===== src/rtl/imm_extend_stage.sv =====
// imm_extend_stage: registered immediate extender for the ID stage.
// Extends an IN_W-bit immediate to OUT_W bits (sign / zero / upper / branch)
// and holds results in a 2-entry skid buffer ahead of the ID/EX register.
//
// Handshake: a transfer happens on a rising edge where valid and ready are both
// high on that side. valid never waits for ready. in_ready_o depends only on
// registered occupancy and rst_i, never on out_ready_i.
//
// Optional feature: define IMM_EXT_CNT_EN to add xfer_cnt_o, a free-running
// count of accepted pushes (wraps modulo 2^CNT_W, cleared only by reset).
module imm_extend_stage #(
    parameter int IN_W  = 16,
    parameter int OUT_W = 32,
    parameter int CNT_W = 16
) (
    input  logic             clk_i,
    input  logic             rst_i,
    input  logic             flush_i,
    input  logic             in_valid_i,
    output logic             in_ready_o,
    input  logic [IN_W-1:0]  data_i,
    input  logic [1:0]       mode_i,
    output logic             out_valid_o,
    input  logic             out_ready_i,
    output logic [OUT_W-1:0] data_o,
    output logic [1:0]       mode_o
`ifdef IMM_EXT_CNT_EN
    ,
    output logic [CNT_W-1:0] xfer_cnt_o
`endif
);

    localparam int EXT_W = OUT_W - IN_W;

    localparam logic [1:0] MODE_SIGN   = 2'b00;
    localparam logic [1:0] MODE_ZERO   = 2'b01;
    localparam logic [1:0] MODE_UPPER  = 2'b10;
    localparam logic [1:0] MODE_BRANCH = 2'b11;

    // The branch mode shifts the sign-extended value left by two, so at least
    // two extension bits are needed for the shift to stay meaningful.
    generate
        if (OUT_W < IN_W + 2) begin : g_width_check
            $error("imm_extend_stage: OUT_W must be at least IN_W+2");
        end
    endgenerate

    // Buffer storage: head is what the consumer sees, tail is the skid slot.
    logic [OUT_W-1:0] head_data_q, head_data_d;
    logic [1:0]       head_mode_q, head_mode_d;
    logic [OUT_W-1:0] tail_data_q, tail_data_d;
    logic [1:0]       tail_mode_q, tail_mode_d;
    logic [1:0]       count_q, count_d;

    logic             push;
    logic             pop;
    logic [OUT_W-1:0] sext;
    logic [OUT_W-1:0] ext_data;

    assign in_ready_o  = rst_i & (count_q != 2'd2);
    assign out_valid_o = (count_q != 2'd0);
    assign data_o      = head_data_q;
    assign mode_o      = head_mode_q;

    assign push = in_valid_i & in_ready_o;
    assign pop  = out_valid_o & out_ready_i;

    // Extend the incoming immediate according to its mode before it is stored.
    always_comb begin
        sext     = {{EXT_W{data_i[IN_W-1]}}, data_i};
        ext_data = sext;
        case (mode_i)
            MODE_SIGN:   ext_data = sext;
            MODE_ZERO:   ext_data = {{EXT_W{1'b0}}, data_i};
            MODE_UPPER:  ext_data = {data_i, {EXT_W{1'b0}}};
            MODE_BRANCH: ext_data = {sext[OUT_W-3:0], 2'b00};
            default:     ext_data = sext;
        endcase
    end

    // Buffer next state: flush empties, push/pop move entries between slots.
    always_comb begin
        head_data_d = head_data_q;
        head_mode_d = head_mode_q;
        tail_data_d = tail_data_q;
        tail_mode_d = tail_mode_q;
        count_d     = count_q;

        if (flush_i) begin
            // Entry contents are left in place; only occupancy is discarded.
            count_d = 2'd0;
        end else if (push && pop) begin
            // Push is only possible below full, so occupancy is 1 here: the
            // departing head is replaced directly by the new entry.
            head_data_d = ext_data;
            head_mode_d = mode_i;
        end else if (push) begin
            if (count_q == 2'd0) begin
                head_data_d = ext_data;
                head_mode_d = mode_i;
            end else begin
                tail_data_d = ext_data;
                tail_mode_d = mode_i;
            end
            count_d = count_q + 2'd1;
        end else if (pop) begin
            head_data_d = tail_data_q;
            head_mode_d = tail_mode_q;
            count_d     = count_q - 2'd1;
        end
    end

    // Buffer registers with synchronous active-low reset.
    always_ff @(posedge clk_i) begin
        if (!rst_i) begin
            head_data_q <= '0;
            head_mode_q <= 2'b00;
            tail_data_q <= '0;
            tail_mode_q <= 2'b00;
            count_q     <= 2'd0;
        end else begin
            head_data_q <= head_data_d;
            head_mode_q <= head_mode_d;
            tail_data_q <= tail_data_d;
            tail_mode_q <= tail_mode_d;
            count_q     <= count_d;
        end
    end

`ifdef IMM_EXT_CNT_EN
    logic [CNT_W-1:0] xfer_cnt_q, xfer_cnt_d;

    // Count only pushes that actually land; a flush discards the input word.
    always_comb begin
        xfer_cnt_d = xfer_cnt_q;
        if (push && !flush_i) begin
            xfer_cnt_d = xfer_cnt_q + CNT_W'(1);
        end
    end

    // Transfer counter register, cleared only by reset.
    always_ff @(posedge clk_i) begin
        if (!rst_i) begin
            xfer_cnt_q <= '0;
        end else begin
            xfer_cnt_q <= xfer_cnt_d;
        end
    end

    assign xfer_cnt_o = xfer_cnt_q;
`endif

endmodule


===== config.mk =====
export PLATFORM = sky130hd
export DESIGN_NAME = imm_extend_stage
export DESIGN_NICKNAME = d
export VERILOG_FILES = /design/src/rtl/imm_extend_stage.sv
export SDC_FILE = /design/constraint.sdc
export NUM_CORES = 1
export LEC_CHECK = 0
export ABC_AREA = 1
export CAP_MARGIN = 20
export CORE_ASPECT_RATIO = 0.8
export CORE_UTILIZATION = 53
export DETAILED_ROUTE_END_ITERATION = 8
export GPL_TIMING_DRIVEN = 1
export HOLD_SLACK_MARGIN = 0.05
export PLACE_DENSITY = 0.81
export SETUP_SLACK_MARGIN = 0.4
export SYNTH_ARGS = -nofsm -noshare
export SYNTH_HDL_FRONTEND = slang
export SYNTH_SLANG_ARGS = --single-unit

===== constraint.sdc =====
create_clock -name clk_i -period 2.75 [get_ports clk_i]
set_input_delay 0.55 -clock clk_i [delete_from_list [all_inputs] [get_ports clk_i]]
set_output_delay 0.55 -clock clk_i [all_outputs]
set_load 0.1 [all_outputs]

==> impl_metrics.yaml <==
sta:
  rsz0062_at_grt: "true"
  period_minus_slack_ps: 2290
  fin_crit_sh_pct: 83.4
  fin_tns_setup_ps: 0
  fmax_ghz: 0.436
  skew_ps: 11.1
  finalSetupViolations: 0
  tightestPinTransition_ps: 599
  setup_ws_ps: 456
  slew_violations: 0
  hold_viol: 0
  whs_ps: 468
  slew_headroom_pct: 60.0
global_route:
  grt_max_degree: 47
  use_met2_pct: 45.6
  use_met1_pct: 35.0
  grt_use_total_pct: 27.7
  grt_first_pass_wirelength_um: 14500
  antenna_found_initial: 0
  overflow: 0
  grt_busiest_layer: "met2"
  use_met3_pct: 8.18
  grt_pass1_vias: 3117
cells_and_area:
  syn_to_final_growth_pct: 21.3
  final_util_pct: 68.0
  drive_gt1_share_pct: 15.5
  fin_nets: 556
  fin_area_um2: 4100
  fin_cells: 616
  antenna_cells: 0
logic_synthesis:
  synth_warnings: 0
  ys_types: 28
  synth_area_um2: 3380
  syn_area_per_cell_um2: 6.99
  syn_inst: 484
  synth-seq-cells: 70
  ys_seq_area_share_pct: 41.4
  synth_nets: 510
place:
  dp_hpwl_um: 5600
  dpl_cell_area_um2: 3850
  portBuffers: 58
  finalWeightedCongestion: 0.808
  dp.cells: 600
  place_worst_setup_slack_ps: 275
critical_path:
  regToRegStartpoint: "count_q[1]"
  endpoint_kind: "output pin"
  cp.arrival_ps: 1740
  crit_fanout: 44
  startpoint_type: "input pin"
  cp_common_cell: "buf_12"
  worstPathRequired_ps: 2200
  path_buf_inv: 4
  slowest_stage: "clkdlybuf4s50_1"
  crit_path_start: "rst_i"
  slowest_delay_ps: 600
  crit_family: "buffers and inverters"
  crit_chain: "clkdlybuf4s50_1 > buf_12 > nand2_1 > inv_1 > buf_12"
  crit_type: "in -> out"
clocking:
  cts_tree: "yes"
  ctsHoldBuffers: 0
  clock-sinks: 70
  cts_buffer_depth: 2
  clk_pin_slew_ps: 80
  clk_latency_ps: 360
  root_buffer: "clkbuf_8"
  ctsHtreeMaxLevel: 3
  numCtsBuffers: 9
floorplanning:
  dieArea_um2: 6710
  pin_count: 59
  die_h_um: 73.5
  core_um2: 6040
  die_x_um: 91.3
  rows: 25
  start_util_pct: 56.0
outcome:
  outcome: "finished, final reports clean"
route:
  routed_wl_um: 8780
  drtPass1Iterations: 5
  drtIter0Drc: 320
  vias: 3396
  ant_nets: 0
  wl_per_cell_um: 14.3
  drc: 0
  via_per_inst: 5.51
pwr:
  max-vdd-ir-drop_mv: 0.445
  powerDensity_nw_per_um2: 667
  leakage_nw: 1.87
  p_total_mw: 2.74
run:
  cap_violations: 0
min_path:
  hold_class: "reg -> reg"
  worstHoldStart: "tail_data_q[11]"
==> worst register-to-register path, delay by kind of cell (launching register included) <==
kind          cells  cell delay (ps)
fa+ha+maj         1              190
buf+inv           3              410
flops             1              340
simple gates      7              940
==> cells by family after synthesis <==
| family | Yosys count | share of synthesized area (%) |
|---|---|---|
| and+or+nand+nor | 218 | 27.1 |
| AOI/OAI and AO/OA | 125 | 19.8 |
| DFF | 70 | 41.4 |
| buffers and inverters | 67 | 10.3 |
| adders and majority gates | 3 | 1.11 |
| xor gates and xnor gates | 1 | 0.259 |
==> cell usage in the layout, fill, tap and decap left out, types with 2 or more instances in the layout <==
cell type,synthesis,final
nand2_1,135,135
dfxtp_1,70,70
a21oi_1,63,63
nor2_1,42,42
buf_4,5,42
o21ai_0,36,36
inv_1,30,30
nand3_1,29,29
clkdlybuf4s50_1,0,22
o21ai_1,10,10
a21oi_2,9,9
clkbuf_8,0,9
o22ai_1,6,6
nand2_2,4,4
inv_2,3,3
ha_1,3,3
clkinv_2,0,3
bufinv_16,0,3
buf_12,0,3
nand2_4,2,2
nand4_1,2,2
==> synthesized netlist by cell type <==
cell type | n | share of area [%]
ha_1 | 3 | 1.1
nand3_1 | 29 | 4.3
o21ai_0 | 36 | 5.3
o21ai_1 | 10 | 1.5
clkbuf_1 | 5 | 0.55
buf_6 | 8 | 2.7
nand3_4 | 1 | 0.52
xor2_1 | 1 | 0.26
buf_1 | 2 | 0.22
inv_4 | 1 | 0.19
nor3_1 | 1 | 0.15
clkinv_1 | 1 | 0.11
a21oi_2 | 9 | 2.3
inv_2 | 3 | 0.33
nor2_2 | 1 | 0.19
o211ai_1 | 1 | 0.22
nand4_1 | 2 | 0.37
nand2_4 | 2 | 0.67
o22ai_1 | 6 | 1.1
nand2_1 | 135 | 15
dfxtp_1 | 70 | 41
buf_4 | 5 | 1.1
nor2_8 | 1 | 0.59
inv_1 | 30 | 3.3
a21oi_1 | 63 | 9.3
nor2_1 | 42 | 4.7
nand2_2 | 4 | 0.74
buf_2 | 12 | 1.8
==> repair_timing <==
item / 4_1_cts / 5_1_grt
gates resized for setup: 1 / 3
setup buffers: 0 / 0
gates cloned: 0 / 0
endpoints found under the setup margin: 1 / 1
==> layout make-up <==
type | count | area [um2]
Clock inverter | 7 | 113
Inverter | 35 | 134
Multi-Input combinational cell | 347 | 1630
Sequential cell | 70 | 1400
Clock buffer | 9 | 124
Timing Repair Buffer | 67 | 596
Tap cell | 81 | 101
Fill cell | 517 | 1930
==> flip-flops by register name, summed over array words and instances, names as in the netlist <==
register / cells
tail_mode_q: 2
count_q: 2
data_o: 32
tail_data_q: 32
mode_o: 2
==> worst paths after layout <==
kind | depth (start not counted) | to | slack (ps)
worst max register to register | 11 | tail_data_q[2] | 780
worst min-delay path | 2 | tail_data_q[11] | 470
worst max-delay path | 5 | in_ready_o | 460
worst min register to register | 2 | tail_data_q[11] | 470
==> routing by layer <==
layer | vias to the layer above | part of all wire, % | wire length (um)
met3 | 18 | 7.7 | 680
met2 | 159 | 47 | 4090
li1 | 1660 | - | -
met4 | 0 | 1.5 | 133
met1 | 1559 | 44 | 3870
met5 | - | 0 | 0
==> where the power goes <==
| part | total (mW) | internal, mW | switching [mW] |
|---|---|---|---|
| logic | 0.646 | 0.156 | 0.489 |
| registers | 1.08 | 1.06 | 0.0237 |
| clock network | 1.01 | 0.597 | 0.411 |
Note: power is estimated with default switching activity, not from simulation.
